$ cat src/rtl/radix8_ntt_ctrl_if.sv
// Control/coefficient-bus bundle between the NTT sequencer and its memory/twiddle side.
interface radix8_ntt_ctrl_if #(
  parameter int LOG2N = 6
) ();
  localparam int S  = LOG2N / 3;
  localparam int SW = (S > 1) ? $clog2(S) : 1;
  localparam int GW = LOG2N - 3;
  localparam int IW = 8 * LOG2N;

  logic          start;
  logic          busy;
  logic          done;
  logic          rd_en;
  logic [IW-1:0] rd_idx;
  logic          wr_en;
  logic [IW-1:0] wr_idx;
  logic [SW-1:0] tw_stage;
  logic [GW-1:0] tw_group;

  // sequencer side
  modport master (
    input  start,
    output busy, done, rd_en, rd_idx, wr_en, wr_idx, tw_stage, tw_group
  );

  // requester / memory side
  modport slave (
    output start,
    input  busy, done, rd_en, rd_idx, wr_en, wr_idx, tw_stage, tw_group
  );
endinterface

$ cat src/rtl/radix8_ntt_ctrl.sv
// Radix-8 in-place NTT sequencer: group reads, delayed in-place writes,
// per-stage read-after-write barrier, done pulse at the end of the last stage.

// One butterfly lane: insert the 3-bit lane number into the group bits at i_sh.
module radix8_ntt_lane #(
  parameter int LOG2N = 6,
  parameter int K     = 0,
  parameter int SHW   = 8
) (
  input  logic [LOG2N-4:0] i_group,
  input  logic [SHW-1:0]   i_sh,
  output logic [LOG2N-1:0] o_idx
);
  logic [LOG2N-1:0] w_g;
  logic [LOG2N-1:0] w_lo_mask;

  assign w_g       = LOG2N'(i_group);
  assign w_lo_mask = (LOG2N'(1) << i_sh) - LOG2N'(1);
  // low bits stay, high bits move up one digit, lane number fills the gap
  assign o_idx = ((w_g & ~w_lo_mask) << 3) | (LOG2N'(K) << i_sh) | (w_g & w_lo_mask);
endmodule

module radix8_ntt_ctrl #(
  parameter int LOG2N  = 6,
  parameter int RD_LAT = 1
) (
  input  logic                  i_clk,
  input  logic                  i_rst,
  radix8_ntt_ctrl_if.master     io_bus
);
  localparam int S   = LOG2N / 3;
  localparam int G   = 1 << (LOG2N - 3);
  localparam int GW  = LOG2N - 3;
  localparam int SW  = (S > 1) ? $clog2(S) : 1;
  localparam int DW  = (RD_LAT > 1) ? $clog2(RD_LAT) : 1;
  localparam int IW  = 8 * LOG2N;

  typedef enum logic [1:0] {IDLE, RUN, DRAIN, FIN} state_t;

  state_t        r_state, w_state_nxt;
  logic [GW-1:0] r_group, w_group_nxt;
  logic [SW-1:0] r_stage, w_stage_nxt;
  logic [DW-1:0] r_dcnt,  w_dcnt_nxt;

  logic                      w_rd_en;
  logic [7:0]                w_sh;
  logic [7:0][LOG2N-1:0]     w_lane_idx;
  logic [IW-1:0]             w_rd_idx;

  logic [RD_LAT-1:0]         r_vld_pipe;
  logic [RD_LAT-1:0][IW-1:0] r_idx_pipe;
  logic [RD_LAT-1:0][SW-1:0] r_stg_pipe;
  logic [RD_LAT-1:0][GW-1:0] r_grp_pipe;

  // state and counter registers
  always_ff @(posedge i_clk) begin
    if (i_rst) begin
      r_state <= IDLE;
      r_group <= '0;
      r_stage <= '0;
      r_dcnt  <= '0;
    end else begin
      r_state <= w_state_nxt;
      r_group <= w_group_nxt;
      r_stage <= w_stage_nxt;
      r_dcnt  <= w_dcnt_nxt;
    end
  end

  // next-state: sweep groups, drain the read latency, advance stage or finish
  always_comb begin
    w_state_nxt = r_state;
    w_group_nxt = r_group;
    w_stage_nxt = r_stage;
    w_dcnt_nxt  = r_dcnt;
    case (r_state)
      IDLE: if (io_bus.start) begin
        w_state_nxt = RUN;
        w_group_nxt = '0;
        w_stage_nxt = '0;
      end
      RUN: if (r_group == GW'(G - 1)) begin
        w_state_nxt = DRAIN;
        w_dcnt_nxt  = DW'(RD_LAT - 1);
      end else begin
        w_group_nxt = r_group + GW'(1);
      end
      DRAIN: if (r_dcnt == '0) begin
        if (r_stage == SW'(S - 1)) begin
          w_state_nxt = FIN;
        end else begin
          w_state_nxt = RUN;
          w_stage_nxt = r_stage + SW'(1);
          w_group_nxt = '0;
        end
      end else begin
        w_dcnt_nxt = r_dcnt - DW'(1);
      end
      FIN: w_state_nxt = IDLE;
      default: w_state_nxt = IDLE;
    endcase
  end

  assign w_rd_en = (r_state == RUN);
  // DIF: stage s works on digit S-1-s, i.e. bit position 3*(S-1-s)
  assign w_sh    = 8'(3 * (S - 1 - int'(r_stage)));

  for (genvar k = 0; k < 8; k++) begin : g_lane
    radix8_ntt_lane #(.LOG2N(LOG2N), .K(k), .SHW(8)) u_lane (
      .i_group (r_group),
      .i_sh    (w_sh),
      .o_idx   (w_lane_idx[k])
    );
  end

  // indices are forced to zero while idle so every output reads 0 outside a read
  assign w_rd_idx = w_rd_en ? IW'(w_lane_idx) : '0;

  // write-side delay line matching the memory read latency
  always_ff @(posedge i_clk) begin
    if (i_rst) begin
      r_vld_pipe <= '0;
      r_idx_pipe <= '0;
      r_stg_pipe <= '0;
      r_grp_pipe <= '0;
    end else begin
      r_vld_pipe[0] <= w_rd_en;
      r_idx_pipe[0] <= w_rd_idx;
      r_stg_pipe[0] <= w_rd_en ? r_stage : '0;
      r_grp_pipe[0] <= w_rd_en ? r_group : '0;
      for (int i = 1; i < RD_LAT; i++) begin
        r_vld_pipe[i] <= r_vld_pipe[i-1];
        r_idx_pipe[i] <= r_idx_pipe[i-1];
        r_stg_pipe[i] <= r_stg_pipe[i-1];
        r_grp_pipe[i] <= r_grp_pipe[i-1];
      end
    end
  end

  assign io_bus.busy     = (r_state == RUN) || (r_state == DRAIN);
  assign io_bus.done     = (r_state == FIN);
  assign io_bus.rd_en    = w_rd_en;
  assign io_bus.rd_idx   = w_rd_idx;
  assign io_bus.wr_en    = r_vld_pipe[RD_LAT-1];
  assign io_bus.wr_idx   = r_idx_pipe[RD_LAT-1];
  assign io_bus.tw_stage = r_stg_pipe[RD_LAT-1];
  assign io_bus.tw_group = r_grp_pipe[RD_LAT-1];
endmodule
$ cat src/flat_wrapper.sv
// flat-port wrapper written by rule: the top's interface ports become plain ports
module radix8_ntt_ctrl_flat 
#(
  parameter int LOG2N  = 6,
  parameter int RD_LAT = 1
)
  (i_clk, i_rst, io_bus_start, io_bus_busy, io_bus_done, io_bus_rd_en, io_bus_rd_idx, io_bus_wr_en, io_bus_wr_idx, io_bus_tw_stage, io_bus_tw_group);
  radix8_ntt_ctrl_if #(.LOG2N(LOG2N)) io_bus_i ();
  input  logic i_clk;
  input  logic i_rst;
  input wire logic [$bits(io_bus_i.start)-1:0] io_bus_start;
  output wire logic [$bits(io_bus_i.busy)-1:0] io_bus_busy;
  output wire logic [$bits(io_bus_i.done)-1:0] io_bus_done;
  output wire logic [$bits(io_bus_i.rd_en)-1:0] io_bus_rd_en;
  output wire logic [$bits(io_bus_i.rd_idx)-1:0] io_bus_rd_idx;
  output wire logic [$bits(io_bus_i.wr_en)-1:0] io_bus_wr_en;
  output wire logic [$bits(io_bus_i.wr_idx)-1:0] io_bus_wr_idx;
  output wire logic [$bits(io_bus_i.tw_stage)-1:0] io_bus_tw_stage;
  output wire logic [$bits(io_bus_i.tw_group)-1:0] io_bus_tw_group;
  assign io_bus_i.start = io_bus_start;
  assign io_bus_busy = io_bus_i.busy;
  assign io_bus_done = io_bus_i.done;
  assign io_bus_rd_en = io_bus_i.rd_en;
  assign io_bus_rd_idx = io_bus_i.rd_idx;
  assign io_bus_wr_en = io_bus_i.wr_en;
  assign io_bus_wr_idx = io_bus_i.wr_idx;
  assign io_bus_tw_stage = io_bus_i.tw_stage;
  assign io_bus_tw_group = io_bus_i.tw_group;
  radix8_ntt_ctrl #(.LOG2N(LOG2N), .RD_LAT(RD_LAT)) u_core (.i_clk(i_clk), .i_rst(i_rst), .io_bus(io_bus_i));
endmodule
$ cat config.mk
export PLATFORM = sky130hd
export DESIGN_NAME = radix8_ntt_ctrl_flat
export DESIGN_NICKNAME = d
export VERILOG_FILES = /design/src/rtl/radix8_ntt_ctrl_if.sv /design/src/rtl/radix8_ntt_ctrl.sv /design/src/flat_wrapper.sv
export SDC_FILE = /design/constraint.sdc
export NUM_CORES = 1
export LEC_CHECK = 0
export CORE_ASPECT_RATIO = 1.4
export CORE_UTILIZATION = 52
export DETAILED_ROUTE_END_ITERATION = 7
export PLACE_DENSITY = 0.95
export SETUP_SLACK_MARGIN = 0.5
export SLEW_MARGIN = 20
export SYNTH_ARGS = -nofsm -noshare
export SYNTH_HDL_FRONTEND = slang
export SYNTH_HIERARCHICAL = 1
export SYNTH_SLANG_ARGS = --single-unit
$ cat constraint.sdc
create_clock -name i_clk -period 7.4 [get_ports i_clk]
set_input_delay 1.11 -clock i_clk [delete_from_list [all_inputs] [get_ports i_clk]]
set_output_delay 1.11 -clock i_clk [all_outputs]
set_load 0.02 [all_outputs]
==> impl_results.md, run 1 <==
* Status: finished with violations
* Failing checks: design-rule violations
* Postcts setup bufs at 0
* Worst-Skew Late Latency at between 0.3 and 0.4 ns
* Synth Area in Compound Gates at 0.123
* Tot GR Track Use at 0.239
* Reg2reg end: u_core/io_bus.wr_idx[11]
* Routed wire length at between 8 and 9 mm
* Share of layout cells above drive strength 1 at 0.0720
* Largest family of logic cells by synthesized area: simple AND/OR/NAND/NOR gates
* Synth area leaders: dfxtp_1, and2_1, ha_1
* Syn avg cell area at around 8.8 um^2
* Final global-route overflow total at 0
* CTS Hold Bufs at 0
* Type of the most critical hold path: reg2reg
* Top_reg_cell synth: dfxtp_1
* Worst-path clk slew at about 0.06 ns
* Measured slew at the worst slew-check pin at 0.984 ns
* Slowest stage delay, CP at ~0.62 ns
* Core area at ~6500 um^2
* Placed cell area at just under 5000 um^2
* Reg-to-Reg Start: u_core/r_state[1]
* Pin count of the biggest net entering global routing at between 60 and 70
* Initial antenna violation count at 0
* Critical-path cell list: inv_2 > buf_4 > or4_1 > ha_1 > nor4bb_1 > nand4_1 > o211ai_1 > and2_1 > clkdlybuf4s50_1
* Crit path kind: reg2out
* Design area at ~5000 um^2
* Worst Min Path Start: u_core/r_stage
* Synth Area in Simple Gates at 0.420
* Post-Syn Area at around 3500 um^2
* Sequential element share of the synthesized area at 0.337
* Hold depth at 1
* H-tree levels at 3
* Critical-path top delay cell: buf_4
* N_diodes at 0
* Drt first-iter violations at 139
* Max VDD drop at roughly 0.21 mV
* Area share of fa/ha/maj cells after synthesis at 0.0536
* CP Capture Type: primary output
* Die Span Y at 99.1 um
* DR vias at between 3k and 4k
* Wirelength per Cell at around 12 um
* Post-Synthesis Cells at 398
* Worst hold margin at about 0.52 ns
* #FFs+latches synth at ~60
* CTS buffer count at 9
* Count of input and output buffers at ~110
* RD Place Congestion at around 0.77
* CTS tree: built
* Synth Area in XOR/XNOR at 0.00500
* ANT nets after route at 0
* Critical Path RT at roughly 6.3 ns
* DR vias/cell at around 5
* Endpoints failing setup at 0
* Final period util at 0.620
* Maximum clock path buffer count at 2
* Unique masters post-synth at between 60 and 70
* Timing-limited maximum frequency at 0.218 GHz
* Yosys top cell area share at 0.337
* DP HPWL at 6.05 mm
* Max Cap Viol at 0
* # IOs at between 100 and 150
* Clock skew at roughly 0.0058 ns
* Hold Path End: u_core/io_bus.tw_stage
* RSZ-0062 raised after global routing: no
* Die Span X at between 70 and 80 um
* DRC violations left at 11
* TNS Setup at 0 ns
* Ys async rst share at 0
* Slew HR at 0.343
* Synth Warn # at 6
* Post-cts sizing count at 0
* Slew Limit Fails at 0
* Synth area leader: dfxtp_1
* Arr. time, crit path at between 3 and 4 ns
* Nets at 612
* Worst Reg-to-Reg Cells at 6
* Endpoints failing hold at 0
* Post-synth EDFFs at 0
* R2R Setup Slk at 4.63 ns
* Global-route wire length before repair at about 13 mm
* Startpoint Class: register
* # rows at 35
* Post-synthesis mux area share at 0.0204
* Fin crit period at between 4 and 5 ns
* P per Cell Area at approximately 180 nW/um^2
* Initial core utilization at 0.537
* Origin of the worst setup path: u_core/r_stage
* Layout area overhead at 47.1%
* Initial DRT Pass Iterations at 6
* Clock root cell: clkbuf_8
* Crit-path max FO at 64
* Die area at around 7100 um^2
* Vias in the first global route at between 3k and 4k
* Total leakage power at roughly 2.2 nW
* CTS sink cnt at a little under 60
==> metal layers <==
metal	vias up	share of wire	track usage
met4	0	0.023	0.122
met2	106	0.54	0.452
met1	1473	0.39	0.243
li1	1675	-	-
met3	19	0.047	0.0470
met5	-	0	0
==> sequential cells by signal, summed over array words and instances (netlist names) <==
register / cells
u_core/io_bus.tw_group: 3
u_core/io_bus.tw_stage: 1
u_core/io_bus.wr_en: 1
u_core/io_bus.wr_idx: 48
u_core/r_group: 3
u_core/r_stage: 1
u_core/r_state: 2
==> power breakdown <==
part           switching, mW  leakage (nW)  total, mW  internal, mW
clock network          0.114         0.104      0.293         0.179
logic                  0.179          1.64      0.279         0.101
registers             0.0207         0.476      0.352         0.331
total                  0.314          2.22      0.924         0.610
==> cell usage after synthesis, drive strengths merged, types with 2 or more instances <==
cell / count
a21o: 5
a21oi: 13
a22o: 4
a311oi: 2
a31oi: 3
a32o: 2
and2: 104
and2b: 3
buf: 10
clkbuf: 6
dfxtp: 59
ha: 15
inv: 18
mux2i: 6
nand2: 20
nand2b: 12
nand3: 5
nand3b: 6
nand4: 2
nand4b: 4
nor2: 15
nor2b: 9
nor3: 13
nor3b: 3
nor4: 5
nor4b: 3
o21ai: 9
o22ai: 2
o31a: 2
o31ai: 2
o32ai: 4
o41ai: 2
or2: 3
or3: 5
or4: 6
==> how the worst max path moves through the flow <==
stage	endpoint	slack [ns]	cells past startpoint
after global placement	io_bus_rd_idx[23]	3.29	9
after CTS	io_bus_rd_idx[23]	2.80	9
after global routing	io_bus_rd_idx[23]	2.49	9
after detailed placement	io_bus_rd_idx[23]	3.17	9
final	io_bus_rd_idx[23]	2.81	9
after floorplan	io_bus_rd_idx[23]	2.84	9
==> placed cells by master (no fill, tap or decap), types with 6 or more instances in the layout <==
cell,n
a21oi_1,13
and2_1,104
clkbuf_8,12
clkdlybuf4s50_1,106
conb_1,93
dfxtp_1,59
ha_1,15
inv_1,17
mux2i_1,6
nand2_1,18
nand2b_1,12
nor2_1,15
nor2b_1,9
nor3_1,6
o21ai_0,6
==> worst max-delay path: cells and delay by family (launching register included) <==
family | cells | cell delay [ns]
adder cells (fa/ha/maj) | 1 | 0.19
buffers and inverters | 3 | 1.68
AO/OA/AOI/OAI | 1 | 0.17
flip-flops | 1 | 0.33
AND/OR/NAND/NOR | 4 | 0.77
==> cell type report <==
type / instances / area (um^2)
multi-input combinational: 397 / 2520
fill: 456 / 1380
sequential: 59 / 1180
timing repair buffer: 109 / 1080
clock buffer: 12 / 165
tap: 74 / 92.6
inverter: 18 / 67.6
clock inverter: 2 / 35.0
==> metrics by stage <==
stage	util	power (mW)	setup WS, ns	cells
2_1_floorplan	-	0.550	2.84	490
3_3_place_gp	0.759	0.621	3.29	657
3_5_place_dp	0.759	0.635	3.17	657
4_1_cts	0.789	0.927	2.80	671
5_1_grt	0.789	0.974	2.49	671
6_report	0.789	0.924	2.81	671
==> logic make-up after synthesis <==
logic type	after synthesis
buf+inv	34
flops	59
xor+xnor	2
compound gates	59
other cells	1
fa+ha+maj	15
simple gates	221
mux	7
(Power assumes the default switching activity.)
==> inputs of run 2 (changes only) <==
Settings changed: CORE_UTILIZATION 52 to 44, PLACE_DENSITY 0.95 to 0.9.
Clock period 7.4 ns to 4.2 ns, I/O delays scaled along.
==> run 2 against run 1 <==
Effect of this change: the run now ends clean; register-to-register slack lost 3.0 ns; sequential power grew 77%; sequential share of layout area shrank 0.63 points; hold slack gained 0.037 ns; combinational power grew 78%; global-route usage shrank 3.0 points; critical path depth shrank 1; critical endpoint unchanged; largest cell class unchanged.
==> impl_results.md, run 2 (synthesis results as in run 1) <==
* Initial antenna violation count at 0 (unchanged)
* Count of input and output buffers at 106 (unchanged)
* Worst-Skew Late Latency at 0.35 ns (about the same)
* N_diodes at 0 (unchanged)
* Total leakage power at 2.40 nW (+8.1%)
* Origin of the worst setup path: u_core/r_stage
* Global-route wire length before repair at 13.8 mm (+4.6%)
* Final global-route overflow total at 0 (unchanged)
* # fillers at 601 (+32%)
* Slew HR at 0.352 (+0.00874)
* P per Cell Area at 337 nW/um^2 (+88%)
* Slowest stage delay, CP at 0.60 ns (-0.02 ns)
* Most frequent cells in the layout: and2_1, clkdlybuf4s50_1, conb_1
* Tot GR Track Use at 0.209 (-0.0302)
* Fin crit period at about 3.7 ns
* Clock root cell: clkbuf_8
* Final period util at 0.876
* TNS Setup at 0 ns (unchanged)
* Max VDD drop at 0.298 mV (+44%)
* Type of the most critical hold path: reg2reg
* CTS tree: built
* Reg-to-Reg Start: u_core/r_state[1]
* ANT nets after route at 0 (unchanged)
* Initial DRT Pass Iterations at 4 (-2)
* CTS sink cnt at 59 (unchanged)
* Worst Reg-to-Reg Cells at 6 (unchanged)
* Max Cap Viol at 0 (unchanged)
* Critical-path cell list: clkinvlp_4 > or4_1 > ha_1 > nor2b_1 > a21bo_2 > o211ai_1 > and2_1 > clkdlybuf4s50_1
* Largest register FFs at 48 (unchanged)
* Die Span X at 77.4 um (+8.5%)
* Crit path kind: reg2out
* Timing-limited maximum frequency at about 0.27 GHz
* Worst Min Path Start: u_core/r_state[0]
* Share of layout cells above drive strength 1 at 0.0829 (+0.0109)
* Vias in the first global route at 3148 (+1.4%)
* Endpoints failing hold at 0 (unchanged)
* Pin count of the biggest net entering global routing at 45 (-31%)
* H-tree levels at 3 (unchanged)
* Die area at 8320 um^2 (+18%)
* Crit path to: io_bus_rd_idx[23]
* Measured slew at the worst slew-check pin at 0.971 ns (-0.0131 ns)
* Maximum clock path buffer count at 2 (unchanged)
* Setup ws final at 0.520 ns (-2.29 ns)
* Critical Path RT at 3.57 ns (-2.72 ns)
* Clock skew at 0.00985 ns (+0.00407 ns)
* RD Place Congestion at 0.789 (+2.5%)
* Initial core utilization at 0.452 (-0.0848)
* Layout area overhead at 51.4%
* Nets at 616 (+0.65%)
* Pre-CTS setup slack at 0.674 ns (-2.50 ns)
* # rows at 38 (+8.6%)
* Core area at 7750 um^2 (+19%)
* Slew Limit Fails at 0 (unchanged)
* # IOs at 107 (unchanged)
* CTS Hold Bufs at 0 (unchanged)
* R2R Setup Slk at 1.63 ns (-3.00 ns)
* DR vias at 3315 (+1.3%)
* Status: finished, final reports clean
* DR vias/cell at 4.72 (-3.3%)
* Commonest non-fill, non-tap cell in the layout: and2_1
* Drt first-iter violations at 172 (+24%)
* CTS buffer count at 9 (unchanged)
* CP Capture Type: primary output
* Arr. time, crit path at 3.05 ns (-0.43 ns)
* DRC violations left at 0 (-11)
* DP HPWL at 6.07 mm (+0.25%)
* RSZ-0062 raised after global routing: yes
* Worst-path clk slew at 0.07 ns (about the same)
* Reg2reg end: u_core/io_bus.wr_idx[47]
* Design area at 5300 um^2 (+2.9%)
* Die Span Y at 108 um (+8.5%)
* Placed cell area at 5010 um^2 (+1.3%)
* Critical-path top delay cell: clkdlybuf4s50_1
* Wirelength per Cell at 11.8 um (-3.4%)
* Crit-path max FO at 6 (-91%)
* Endpoints failing setup at 0 (unchanged)
* Routed wire length at 8.30 mm (+1.2%)
* Startpoint Class: register
## run 2: changes by cell type in the layout (fill, tap and decap cells not counted), sizes merged, moves of 2 or more
cell,delta
bufinv,+2
clkinvlp,+3
dlymetal6s2s,+7
clkdlybuf4s50,-8
buf,+2
## run 2: critical path: cells and delay by family, from the launching register on
| kind | cells | cell delay [ns] |
|---|---|---|
| AO/OA/AOI/OAI | 2 | 0.34 |
| adder cells (fa/ha/maj) | 1 | 0.24 |
| buffers and inverters | 2 | 0.80 |
| flip-flops | 1 | 0.43 |
| AND/OR/NAND/NOR | 3 | 0.90 |
## run 2: timing repair
item	4_1_cts	5_1_grt
setup buffers	0	0
setup endpoints to repair	9	8
gates cloned	2	0
resized for setup	2	7
## run 2: layout make-up
type	count	area [um^2]	area share
timing repair inverter	2	10.0	0.00189
clock inverter	4	95.1	0.0179
clock buffer	12	165	0.0312
multi-input combinational	397	2520	0.476
inverter	18	71.3	0.0135
sequential	59	1180	0.223
timing repair buffer	111	1130	0.213
tap	100	125	0.0236
## run 2: stage by stage
| step | instances | total power [mW] | hold WS [ns] | utilization |
|---|---|---|---|---|
| 3_3_place_gp | 685 | 1.11 | 0.515 | 0.647 |
| 3_5_place_dp | 685 | 1.12 | 0.524 | 0.647 |
| 2_1_floorplan | 490 | 0.969 | 0.489 | - |
| 5_1_grt | 703 | 1.88 | 0.564 | 0.684 |
| 4_1_cts | 703 | 1.80 | 0.540 | 0.682 |
| 6_report | 703 | 1.79 | 0.559 | 0.684 |
## run 2: where the power goes
part / switching (mW) / internal (mW)
sequential: 0.0402 / 0.583
combinational: 0.310 / 0.186
clock: 0.225 / 0.442
total: 0.576 / 1.21
## run 2: how the worst min path moves through the flow
stage,endpoint,slack (ns),depth (start not counted)
after floorplan,u_core/r_state[1],0.49,2
after global placement,u_core/r_state[1],0.51,2
after detailed placement,u_core/r_state[1],0.52,2
after CTS,u_core/io_bus.tw_stage,0.54,1
after global routing,u_core/io_bus.tw_stage,0.56,1
final,u_core/r_state[1],0.56,2
## run 2: routing by layer
layer,global-route usage,routed length (um),part of all wire,vias to the layer above
met5,0,0,0,-
met3,0.0407,292,0.035,16
met2,0.379,4370,0.53,87
met1,0.226,3470,0.42,1522
li1,-,-,-,1690
met4,0.113,171,0.021,0
